## config.mk

```make
export PLATFORM = sky130hd
export DESIGN_NAME = cfg_frame_loader_flat
export DESIGN_NICKNAME = d
export VERILOG_FILES = /design/src/rtl/cfg_frame_loader_pkg.sv /design/src/rtl/cfg_frame_loader_if.sv /design/src/rtl/cfg_frame_loader.sv /design/src/flat_wrapper.sv
export SDC_FILE = /design/constraint.sdc
export NUM_CORES = 1
export LEC_CHECK = 0
export CAP_MARGIN = 5
export CORE_MARGIN = 4
export CORE_UTILIZATION = 49
export DETAILED_ROUTE_END_ITERATION = 6
export DONT_BUFFER_PORTS = 1
export MAX_ROUTING_LAYER = met4
export SLEW_MARGIN = 20
export SYNTH_ARGS = -nofsm -noshare
export SYNTH_HDL_FRONTEND = slang
export SYNTH_SLANG_ARGS = --single-unit
export TNS_END_PERCENT = 50
```

## constraint.sdc

```tcl
create_clock -name clk -period 1.9 [get_ports clk]
set_input_delay 0.38 -clock clk [delete_from_list [all_inputs] [get_ports clk]]
set_output_delay 0.38 -clock clk [all_outputs]
set_load 0.01 [all_outputs]
```

## src/rtl/cfg_frame_loader_pkg.sv

```systemverilog
// Shared constants and types for the configuration frame loader.
package cfg_frame_pkg;

   typedef logic [7:0] byte_t;

   localparam byte_t SYNC_BYTE = 8'hA5;

   typedef enum logic [2:0] {
      IDLE,
      ADDR,
      PAYLOAD,
      CHECK,
      COMMIT
   } state_t;

endpackage

```

## src/rtl/cfg_frame_loader_if.sv

```systemverilog
// Byte-stream valid/ready channel from the bitstream source into the loader.
interface cfg_frame_loader_if;
   import cfg_frame_pkg::*;

   byte_t in_data;
   logic  in_valid;
   logic  in_ready;

   modport master (output in_data, output in_valid, input in_ready);
   modport slave  (input in_data, input in_valid, output in_ready);

endinterface

```

## src/rtl/cfg_frame_loader.sv

```systemverilog
// Byte-serial configuration frame loader: SYNC, ADDR, payload, XOR SUM.
// A verified frame drives the shared c bus and pulses cset[addr] for one cycle.
module cfg_frame_loader
   import cfg_frame_pkg::*;
#(
   parameter int unsigned CONF_WIDTH = 20,
   parameter int unsigned NBLK       = 2
) (
   input  logic                  clk,
   input  logic                  rst,
   cfg_frame_loader_if.slave     s_in,
   output logic [CONF_WIDTH-1:0] c,
   output logic [NBLK-1:0]       cset,
   output logic                  busy,
   output logic                  err_sum,
   output logic                  err_addr,
   input  logic                  err_clr,
   output logic [7:0]            frame_cnt
);

   localparam int unsigned NBYTES = (CONF_WIDTH + 7) / 8;
   localparam int unsigned CNT_W  = (NBYTES > 1) ? $clog2(NBYTES) : 1;

   state_t                  r_state;
   byte_t                   r_addr;
   byte_t                   r_sum;
   logic [CNT_W-1:0]        r_cnt;
   logic [NBYTES*8-1:0]     r_stage;
   logic [CONF_WIDTH-1:0]   r_c;
   logic [NBLK-1:0]         r_cset;
   logic                    r_err_sum;
   logic                    r_err_addr;
   logic [7:0]              r_frame_cnt;

   logic                    w_ready;
   logic                    w_acc;
   logic                    w_addr_ok;

   assign w_ready   = (r_state != COMMIT);
   assign w_acc     = s_in.in_valid & w_ready;
   assign w_addr_ok = (32'(r_addr) < NBLK);

   assign s_in.in_ready = w_ready;
   assign busy          = (r_state != IDLE);
   assign c             = r_c;
   assign cset          = r_cset;
   assign err_sum       = r_err_sum;
   assign err_addr      = r_err_addr;
   assign frame_cnt     = r_frame_cnt;

   // Padding bits of the last payload byte only feed the checksum, never c.
   generate
      if (NBYTES * 8 > CONF_WIDTH) begin : g_pad
         logic w_unused_pad;
         assign w_unused_pad = ^r_stage[NBYTES*8-1:CONF_WIDTH];
      end
   endgenerate

   // Frame FSM with registered c/cset/error/count outputs.
   always_ff @(posedge clk) begin
      if (rst) begin
         r_state     <= IDLE;
         r_addr      <= '0;
         r_sum       <= '0;
         r_cnt       <= '0;
         r_stage     <= '0;
         r_c         <= '0;
         r_cset      <= '0;
         r_err_sum   <= 1'b0;
         r_err_addr  <= 1'b0;
         r_frame_cnt <= '0;
      end else begin
         r_cset <= '0;
         // Clear first so a fault flagged in this same cycle overrides it.
         if (err_clr) begin
            r_err_sum  <= 1'b0;
            r_err_addr <= 1'b0;
         end
         case (r_state)
            IDLE: begin
               if (w_acc && s_in.in_data == SYNC_BYTE) r_state <= ADDR;
            end
            ADDR: begin
               if (w_acc) begin
                  r_addr  <= s_in.in_data;
                  r_cnt   <= '0;
                  r_sum   <= '0;
                  r_state <= PAYLOAD;
               end
            end
            PAYLOAD: begin
               if (w_acc) begin
                  for (int unsigned k = 0; k < NBYTES; k++) begin
                     if (r_cnt == CNT_W'(k)) r_stage[8*k +: 8] <= s_in.in_data;
                  end
                  r_sum <= r_sum ^ s_in.in_data;
                  r_cnt <= r_cnt + 1'b1;
                  if (r_cnt == CNT_W'(NBYTES - 1)) r_state <= CHECK;
               end
            end
            CHECK: begin
               if (w_acc) begin
                  if (s_in.in_data != r_sum) begin
                     r_err_sum <= 1'b1;
                     r_state   <= IDLE;
                  end else if (!w_addr_ok) begin
                     r_err_addr <= 1'b1;
                     r_state    <= IDLE;
                  end else begin
                     r_c         <= r_stage[CONF_WIDTH-1:0];
                     r_cset      <= NBLK'(1) << r_addr;
                     r_frame_cnt <= r_frame_cnt + 8'd1;
                     r_state     <= COMMIT;
                  end
               end
            end
            COMMIT: begin
               r_state <= IDLE;
            end
            default: begin
               r_state <= IDLE;
            end
         endcase
      end
   end

endmodule

```

## src/flat_wrapper.sv

```systemverilog
// flat-port wrapper written by rule: the top's interface ports become plain ports
module cfg_frame_loader_flat import cfg_frame_pkg::*;
#(
   parameter int unsigned CONF_WIDTH = 20,
   parameter int unsigned NBLK       = 2
)
  (clk, rst, c, cset, busy, err_sum, err_addr, err_clr, frame_cnt, s_in_in_data, s_in_in_valid, s_in_in_ready);
  cfg_frame_loader_if s_in_i ();
  input  logic clk;
  input  logic rst;
  output logic [CONF_WIDTH-1:0] c;
  output logic [NBLK-1:0] cset;
  output logic busy;
  output logic err_sum;
  output logic err_addr;
  input  logic err_clr;
  output logic [7:0] frame_cnt;
  input wire logic [$bits(s_in_i.in_data)-1:0] s_in_in_data;
  input wire logic [$bits(s_in_i.in_valid)-1:0] s_in_in_valid;
  output wire logic [$bits(s_in_i.in_ready)-1:0] s_in_in_ready;
  assign s_in_i.in_data = s_in_in_data;
  assign s_in_i.in_valid = s_in_in_valid;
  assign s_in_in_ready = s_in_i.in_ready;
  cfg_frame_loader #(.CONF_WIDTH(CONF_WIDTH), .NBLK(NBLK)) u_core (.clk(clk), .rst(rst), .s_in(s_in_i), .c(c), .cset(cset), .busy(busy), .err_sum(err_sum), .err_addr(err_addr), .err_clr(err_clr), .frame_cnt(frame_cnt));
endmodule
```

==> results.cfg <==
[clock_tree]
cts_tree = yes
cts_max_level = 3
clock_latency_ps = 350
cts_buffers = 9
clk_path_buf_depth = 2
clk_transition_reported_paths_ps = 80
post_cts_buffers = 0
cts_sinks = 73
post_cts_resized = 0
cts-root-buf = clkbuf_8
cts_hold_buf = 0

[timing]
clock.fmax_mhz = 564
slew_violations = 0
slew_headroom_pct = 70.5
skew_ps = 10.3
hold_viol_final = 0
worst_pin_slew_ps = 440
tns_ps = 0
period_share_pct = 93.4
fin_crit_ps = 1770
setup-violations-final = 0
rsz0062_at_grt = no

[floorplan]
die_x_um = 91.1
num_io_pins = 46
initial_core_util_pct = 50.1
core_area_um2 = 6760
die-area_um2 = 8310
row_count = 30
die_h_um = 91.1

[global_route]
grt_overflow = 0
grt_pass1_vias = 2328
grt_max_degree = 102
grt_antenna_before_repair = 0
grt_use_total_pct = 18.1
grt_first_pass_wirelength_mm = 11.7

[placement]
gp_congestion = 0.747
io_buffers = 0
place_hpwl_mm = 4.52

[flow_run]
maxCapViolations = 0

[logic_synthesis]
ys_warn_count = 0
synth_nets = 380
synth_cell_types = 39
synth_edf_count = 0
synth_area_leader_cell = dfxtp_1
synth_async_sr_flop_share_pct = 0
synth_area_per_cell_um2 = 9.30
syn-cell-area_um2 = 3390
synthMostInstantiatedCell = dfxtp_1
postSynthCellCount = 364
ys_seq_elements = 73
synth_top_area_share_pct = 43.1
synthTopCellsByCount = dfxtp_1 (73), nand2b_1 (44), a21oi_1 (30), nand2_1 (30), mux2i_1 (29)
dominantRegCellSynth = dfxtp_1
seq_area_frac_synth_pct = 43.1
synth.area.top_cells = dfxtp_1 (43%), mux2i_1 (8.6%), nand2b_1 (8.1%)

[route]
wl_mm = 6.93
postRouteAntennaNets = 0
drt_pass1_iterations = 4
vias_per_cell = 5.41
vias = 2396
wire_per_inst_um = 15.6
initialDrtViolationCount = 159
route.detailed.drc = 0

[worst_setup_path]
crit_type = register to register
cp-end-kind = register
crit_required_ps = 2180
worstSetupStartpointType = register
rrSetupSlack_ps = 130
crit_arrival_ps = 2050
critPathMaxStageDelay_ps = 370
crit_slowest_cell = nor4b_4
cp_cell_sequence = nor3_1 -> nand2_1 -> nor4b_4 -> buf_12 -> mux2i_1
worstPathMaxFanout = 20

[finish]
fin_util_pct = 55.2
antenna-diode-count = 0
area_delta_synth_final_pct = 10.1
fin_nets = 374
drive_gt1_share_pct = 14.0

[worst_hold_path]
hold_class = input port to register

[outcome]
run_status = finished, final reports clean

[power]
p_leak_nw = 1.22
ir_drop_mv = 0.393
p_per_area_nw_per_um2 = 827
[path summary, 6_finish.rpt]
kind                            startpoint                        end  cells past startpoint
max          u_core.r_addr[7]$_SDFFE_PP0P_   u_core.c[0]$_SDFFE_PP0P_                      5
min                                    rst  u_core.err_sum$_SDFF_PP0_                      1
max reg2reg  u_core.r_addr[7]$_SDFFE_PP0P_   u_core.c[0]$_SDFFE_PP0P_                      5
min reg2reg  u_core.r_addr[0]$_SDFFE_PP0P_  u_core.cset[0]$_SDFF_PP0_                      1
[where the power goes]
group,internal [mW],switching (mW),total (mW)
logic,0.0343,0.0132,0.0476
registers,1.53,0.000202,1.53
clock network,0.886,0.624,1.51
[critical path: cells and delay by family (launching register included)]
kind	cells	cell delay, ps
buf+inv	1	230
flops	1	330
mux	1	200
simple gates	3	940
[registers in the layout (all words and copies together) (netlist names)]
register,cells
u_core.c,20
u_core.r_stage,20
u_core.frame_cnt,8
u_core.r_addr,8
u_core.r_sum,8
u_core.r_state,3
u_core.cset,2
u_core.r_cnt,2
u_core.err_addr,1
u_core.err_sum,1
[final cells by class]
cell class | count | area [um2]
fillers | 646 | 3030
multi-input cells | 259 | 1790
flip-flops and latches | 73 | 1460
clock inverters | 7 | 125
clock buffers | 9 | 124
repair buffers | 13 | 123
well taps | 80 | 100
inverters | 2 | 7.51
[logic make-up after synthesis]
| family | synth area share (%) |
|---|---|
| muxes | 10.9 |
| DFF | 43.1 |
| adders and majority gates | 1.48 |
| and+or+nand+nor | 28.4 |
| AOI/OAI and AO/OA | 6.76 |
| buffers and inverters | 4.84 |
| xor gates and xnor gates | 4.43 |
[stage by stage]
step           cell area [um2]  hold WS [ps]  setup slack (ps)  total power, mW  instances
2_1_floorplan             3390           413               121             1.65        364
3_3_place_gp              3470           431               160             1.61        427
3_5_place_dp              3470           444               101             1.61        427
4_1_cts                   3720          79.8              83.9             3.12        443
5_1_grt                   3730          82.6              4.05             3.19        443
6_report                  3730          96.0               126             3.09        443
[routing by layer]
metal  track usage (%)  up-vias  routed length (um)
met5                 -        -                   0
li1                  -     1230                   -
met4              6.78        0                  85
met2              27.0       43                3200
met3              4.89        9                 374
met1              23.5     1114                3270
[cells in the final DEF (no fill, tap or decap), types with 2 or more instances in the layout]
master / instances
nand3_1: 20
nand4_1: 4
inv_1: 2
nand2_1: 30
nor4_1: 6
buf_12: 2
nor3_1: 2
nand4bb_1: 2
nand2b_1: 44
inv_6: 2
nor2_1: 28
mux2_2: 6
o21ai_0: 9
ha_1: 4
xnor2_2: 7
buf_4: 11
nor2b_1: 9
nand3b_1: 10
a21oi_1: 30
clkbuf_8: 9
dfxtp_1: 73
clkinv_4: 2
bufinv_16: 3
mux2i_1: 29
nand4_4: 2
No activity file was read; power rests on OpenSTA's default activity.
==> RTL change 1 (same flow settings) <==
`CONF_WIDTH` is set to 20 in 2 places; all go to 10.
--- a/src/rtl/cfg_frame_loader.sv
+++ b/src/rtl/cfg_frame_loader.sv
@@ -3,7 +3,7 @@
 module cfg_frame_loader
    import cfg_frame_pkg::*;
 #(
-   parameter int unsigned CONF_WIDTH = 20,
+   parameter int unsigned CONF_WIDTH = 10,
    parameter int unsigned NBLK       = 2
 ) (
    input  logic                  clk,
--- a/src/flat_wrapper.sv
+++ b/src/flat_wrapper.sv
@@ -1,7 +1,7 @@
 // flat-port wrapper written by rule: the top's interface ports become plain ports
 module cfg_frame_loader_flat import cfg_frame_pkg::*;
 #(
-   parameter int unsigned CONF_WIDTH = 20,
+   parameter int unsigned CONF_WIDTH = 10,
    parameter int unsigned NBLK       = 2
 )
   (clk, rst, c, cset, busy, err_sum, err_addr, err_clr, frame_cnt, s_in_in_data, s_in_in_valid, s_in_in_ready);
Interface: changed (resized c); port bits go from 46 to 36. No check against the original RTL was run, so the function may have changed too.
==> RTL change 1 against the unedited design <==
Routed wire length down 24%. Setup slack improved by 0.030 ns. Power fell by 43%. Area after synthesis fell by 29%. Critical path type unchanged. Combinational power down 35%. Hold slack better by 0.058 ns. Sequential share of layout area is 2.1 points higher. Cell area is 32% lower. Clock skew is 0.0060 ns lower. Sequential cell count fell by 21.
==> RTL change 1: results (changes against the unedited design) <==
status=finished, final reports clean; 1st-iter DRT viols=97 (-39%); Root Buffer=clkbuf_8; reg2reg path depth=5 (unchanged); DRT Pass-1 Iters=4 (unchanged); Synth warnings=0 (unchanged); RD Place Congestion=0.793 (+6.1%); vias in the first global route=1830 (-21%); R2R Setup Slk=0.16 ns (+0.03 ns); CTS resizes=0 (unchanged); skew final=0.00432 ns (-0.00599 ns); share of cells above drive strength 1=0.0876 (-0.0529); antenna fix cells=0 (unchanged); relative slew slack=0.601 (-0.104); clock-pin slew on the worst setup and hold paths=0.09 ns; pre-CTS setup slack=0.0934 ns (-0.00720 ns); Syn Nets=293 (-23%); Clock H-tree levels=2 (-1); layout filler cell count=454 (-30%); CP startpoint kind=flip-flop; Routed WL per cell=15.4 um (-1.6%); Synth cell types=39 (unchanged); first-pass GRT wire length=9.11 mm (-22%); post-detail-place hpwl=3.66 mm (-19%); peak supply drop=394 uV (+0.45%); Post-CTS Repair Setup Buffers=0 (unchanged); Synth Area in Adders=0.00521 (-0.00957); Cell Area, Placed=2430 um^2 (-30%); Worst Path Max Fanout=21 (+5.0%); Seq/Total Area, Yosys=0.434 (+0.00209); Leakage=0.799 nW (-34%); Num CTS Buffers=5 (-4); multiplexer share of the synthesized area=0.0281 (-0.0808); Longest Clk Path Bufs=2 (unchanged); WP data arrival=1.93 ns (-0.12 ns); top post-synthesis cells by area=dfxtp_1, a21oi_1, nand2_1; XOR/XNOR share of the synthesized area=0.0360 (-0.00837); Clock Latency Late Sink=0.29 ns (-0.06 ns); Total GRT Usage=0.190 (+0.00903); Hold Path Class=in2reg; I/O Buffers=0 (unchanged); compound-gate portion of the synthesized area=0.165 (+0.0971); remaining antenna violation count after routing=0 (unchanged); Post-synth top cells=dfxtp_1, a21oi_1, nand2_1, nor2_1, o21ai_0; initial antenna violation count=0 (unchanged); top cell type's share of synthesized area=0.434 (+0.00209); crit path capture=u_core.frame_cnt[7]; pin count of the biggest net entering global routing=57 (-44%); DR vias/cell=5.68 (+5.0%); Tcrit/Tclk final=0.918 (-0.0159); launching point of the worst reg2reg path=u_core.r_sum[5]
## RTL change 1: cell types whose count changed after synthesis, sizes merged, moves of 10 or more
cell	delta
a21oi	+11
dfxtp	-21
mux2i	-29
nand2b	-41
nand3	-14
nand4	+10
nor2	-10
o31ai	+13
## RTL change 1: critical path: stages (launching register included)
cell and delay [ns]:
dfxtp_1 0.33, xnor2_1 0.18, nand4_1 0.13, buf_4 0.23, nor4_1 0.41, mux2_1 0.36
## RTL change 1: area by class of cell
cell class | instances | area [um^2] | area share
clock buffers | 6 | 82.6 | 0.0327
clock inverters | 2 | 10.0 | 0.00397
repair buffers | 9 | 67.6 | 0.0268
flip-flops and latches | 52 | 1040 | 0.413
multi-input cells | 205 | 1240 | 0.491
well taps | 67 | 83.8 | 0.0332
## RTL change 1: worst min-delay path by stage
stage | slack (ns) | startpoint | endpoint | depth (start not counted)
after floorplan | 0.41 | u_core.r_addr[0] | u_core.cset[0] | 1
after global placement | 0.42 | u_core.r_addr[0] | u_core.cset[0] | 1
after detailed placement | 0.42 | u_core.r_addr[0] | u_core.cset[0] | 1
after CTS | 0.13 | rst | u_core.frame_cnt[0] | 1
after global routing | 0.13 | rst | u_core.frame_cnt[0] | 1
final | 0.15 | rst | u_core.err_addr | 1
## RTL change 1: per-stage QoR
stage | std cells | power [mW] | hold slack (ns)
2_1_floorplan | 280 | 1.16 | 0.406
3_3_place_gp | 333 | 1.15 | 0.425
3_5_place_dp | 333 | 1.15 | 0.425
4_1_cts | 341 | 1.78 | 0.132
5_1_grt | 341 | 1.82 | 0.129
6_report | 341 | 1.75 | 0.154
## RTL change 1: cells by family (layout without fill, tap and decap cells)
group | Yosys count | after routing
simple gates | 117 | 117
compound gates | 72 | 72
flops | 52 | 52
buf+inv | 23 | 17
xor+xnor | 9 | 9
mux | 6 | 6
fa+ha+maj | 1 | 1
## RTL change 1: power by group
part,internal [mW],switching [mW],leakage [nW]
Clock,0.291,0.340,0.0510
Combinational,0.0140,0.0172,0.330
Sequential,1.09,0.000252,0.419
Total,1.39,0.357,0.799
## RTL change 1: layer usage
metal / routed length, um / track usage / vias up
li1: - / - / 997
met1: 2400 / 0.244 / 897
met2: 2440 / 0.292 / 38
met3: 361 / 0.0661 / 5
met4: 38 / 0.0367 / 0
met5: 0 / - / -
==> RTL change 2 (same flow settings) <==
Without the edit above. The 5 states of `state_t` get a one-hot encoding in 5 bits.
--- a/src/rtl/cfg_frame_loader_pkg.sv
+++ b/src/rtl/cfg_frame_loader_pkg.sv
@@ -5,12 +5,12 @@
 
    localparam byte_t SYNC_BYTE = 8'hA5;
 
-   typedef enum logic [2:0] {
-      IDLE,
-      ADDR,
-      PAYLOAD,
-      CHECK,
-      COMMIT
+   typedef enum logic [4:0] {
+      IDLE    = 5'b00001,
+      ADDR    = 5'b00010,
+      PAYLOAD = 5'b00100,
+      CHECK   = 5'b01000,
+      COMMIT  = 5'b10000
    } state_t;
 
 endpackage
Behaviour: no difference found for any inputs over 10 cycles, from zero or initial values and one cycle with rst high; not proved beyond that.
==> RTL change 2 against the unedited design <==
The run now ends with negative setup slack left. Area after synthesis down 2.6%. Cell area rose by 1.5%. Setup slack worse by 0.13 ns. Routed wire length grew 15%. Largest cell class unchanged. Sequential cell count is 2 higher.
Power is not compared: it rests on default switching activity, and its combinational part moved more than twofold at a synthesized area within 25%.
==> RTL change 2: results (changes against the unedited design) <==
status=complete, but fails checks; failing checks=negative setup slack; layout filler cell count=606 (-6.2%); Clock Latency Late Sink=0.35 ns (about the same); switching pwr=0.668 mW; vias in the first global route=2508 (+7.7%); hold_ws=0.100 ns (+0.00413 ns); final WL=7.94 mm (+15%); worst r2r dst=u_core.c[1]; top post-synthesis cells by area=dfxtp_1, nand2_1, a21oi_1; WP data arrival=2.19 ns (+0.14 ns); pin count of the biggest net entering global routing=77 (-25%); WHS Path Cells=1 (unchanged); Synth cell types=44 (+13%); pre-CTS setup slack=-0.0227 ns (-0.123 ns); RD Place Congestion=0.845 (+13%); Slew @ Worst Pin=0.415 ns (-0.0253 ns); Nets=413 (+10%); Critical Path Start=u_core.r_sum[4]; Num CTS Buffers=9 (unchanged); Cell Area, Placed=3400 um^2 (-2.1%); Finish-stage setup viols=3 (+3); final worst setup slack=-0.00570 ns (-0.132 ns); Total GRT Usage=0.195 (+0.0141); first-pass GRT wire length=12.5 mm (+7.3%); Worst Path Max Fanout=6 (-70%); Post-synth top cells=dfxtp_1, nand2_1, a21oi_1, nor2_1, nand3_1; skew final=0.00993 ns (-0.000380 ns); Seq/Total Area, Yosys=0.455 (+0.0238); share of cells above drive strength 1=0.222 (+0.0814); post-detail-place hpwl=5.04 mm (+12%); reg2reg path depth=7 (+2); hold path endpoint=u_core.frame_cnt[5]; 1st-iter DRT viols=166 (+4.4%); DR vias/cell=5.68 (+5.1%)
-- RTL change 2: changes by cell type after synthesis, sizes merged, moves of 8 or more --
| cell | delta |
|---|---|
| nand2 | +44 |
| nand2b | -43 |
| a21oi | +26 |
| mux2i | -21 |
| xor2 | +8 |
-- RTL change 2: worst max-delay path, cell delays in order (launching register included) --
cell and delay [ns]:
dfxtp_2 0.34, xor2_2 0.14, or4_4 0.55, nor4_4 0.29, buf_6 0.18, clkbuf_16 0.16
nand2_1 0.06, a21oi_2 0.12
-- RTL change 2: how the worst max path moves through the flow --
stage                          endpoint  slack (ns)
floorplan                  u_core.c[12]       -0.09
global placement    u_core.frame_cnt[0]       -0.02
detailed placement  u_core.frame_cnt[0]       -0.02
CTS                 u_core.frame_cnt[4]       0.006
global route                u_core.c[1]       -0.07
finish                      u_core.c[1]      -0.006
-- RTL change 2: kinds of logic after synthesis --
logic type               Yosys count  share of synthesized area
multiplexers                       9                     0.0277
flip-flops                        75                      0.455
AO/OA/AOI/OAI                     82                      0.154
adder cells (fa/ha/maj)            4                     0.0152
buffers and inverters             35                     0.0580
XOR/XNOR                          10                     0.0266
AND/OR/NAND/NOR                  177                      0.263
-- RTL change 2: timing repair --
action / CTS / global route
buffers inserted: 0 / 2
gates resized for setup: 0 / 36
setup endpoints to repair: 0 / 47
-- RTL change 2: power by group through the flow --
stage,Sequential [mW],Combinational (mW),Clock (mW)
finish,1.58,0.125,1.20
global route,1.58,0.141,1.29
CTS,1.58,0.120,1.23
detailed placement,1.62,0.119,0
global placement,1.62,0.118,0
floorplan,1.62,0.118,0
-- RTL change 2: cell type report --
class | instances | area share
clock buffer | 9 | 0.0327
clock inverter | 6 | 0.0175
inverter | 6 | 0.00595
multi-input combinational | 282 | 0.453
sequential | 75 | 0.399
tap | 77 | 0.0255
timing repair buffer | 23 | 0.0668
-- RTL change 2: layer usage --
metal | vias up | wire [um] | track usage
met1 | 1298 | 3840 | 0.256
met3 | 8 | 455 | 0.0484
li1 | 1350 | - | -
met2 | 60 | 3550 | 0.289
met5 | - | 0 | -
met4 | 0 | 98 | 0.0765
-- RTL change 2: through the flow --
step	util	total power, mW	std cells	setup TNS (ns)
6_report	0.586	2.91	478	-0.0103
3_5_place_dp	0.527	1.74	458	-0.155
3_3_place_gp	0.527	1.74	458	-0.0251
4_1_cts	0.556	2.94	473	0
5_1_grt	0.586	3.01	478	-0.890
2_1_floorplan	-	1.74	392	-1.73
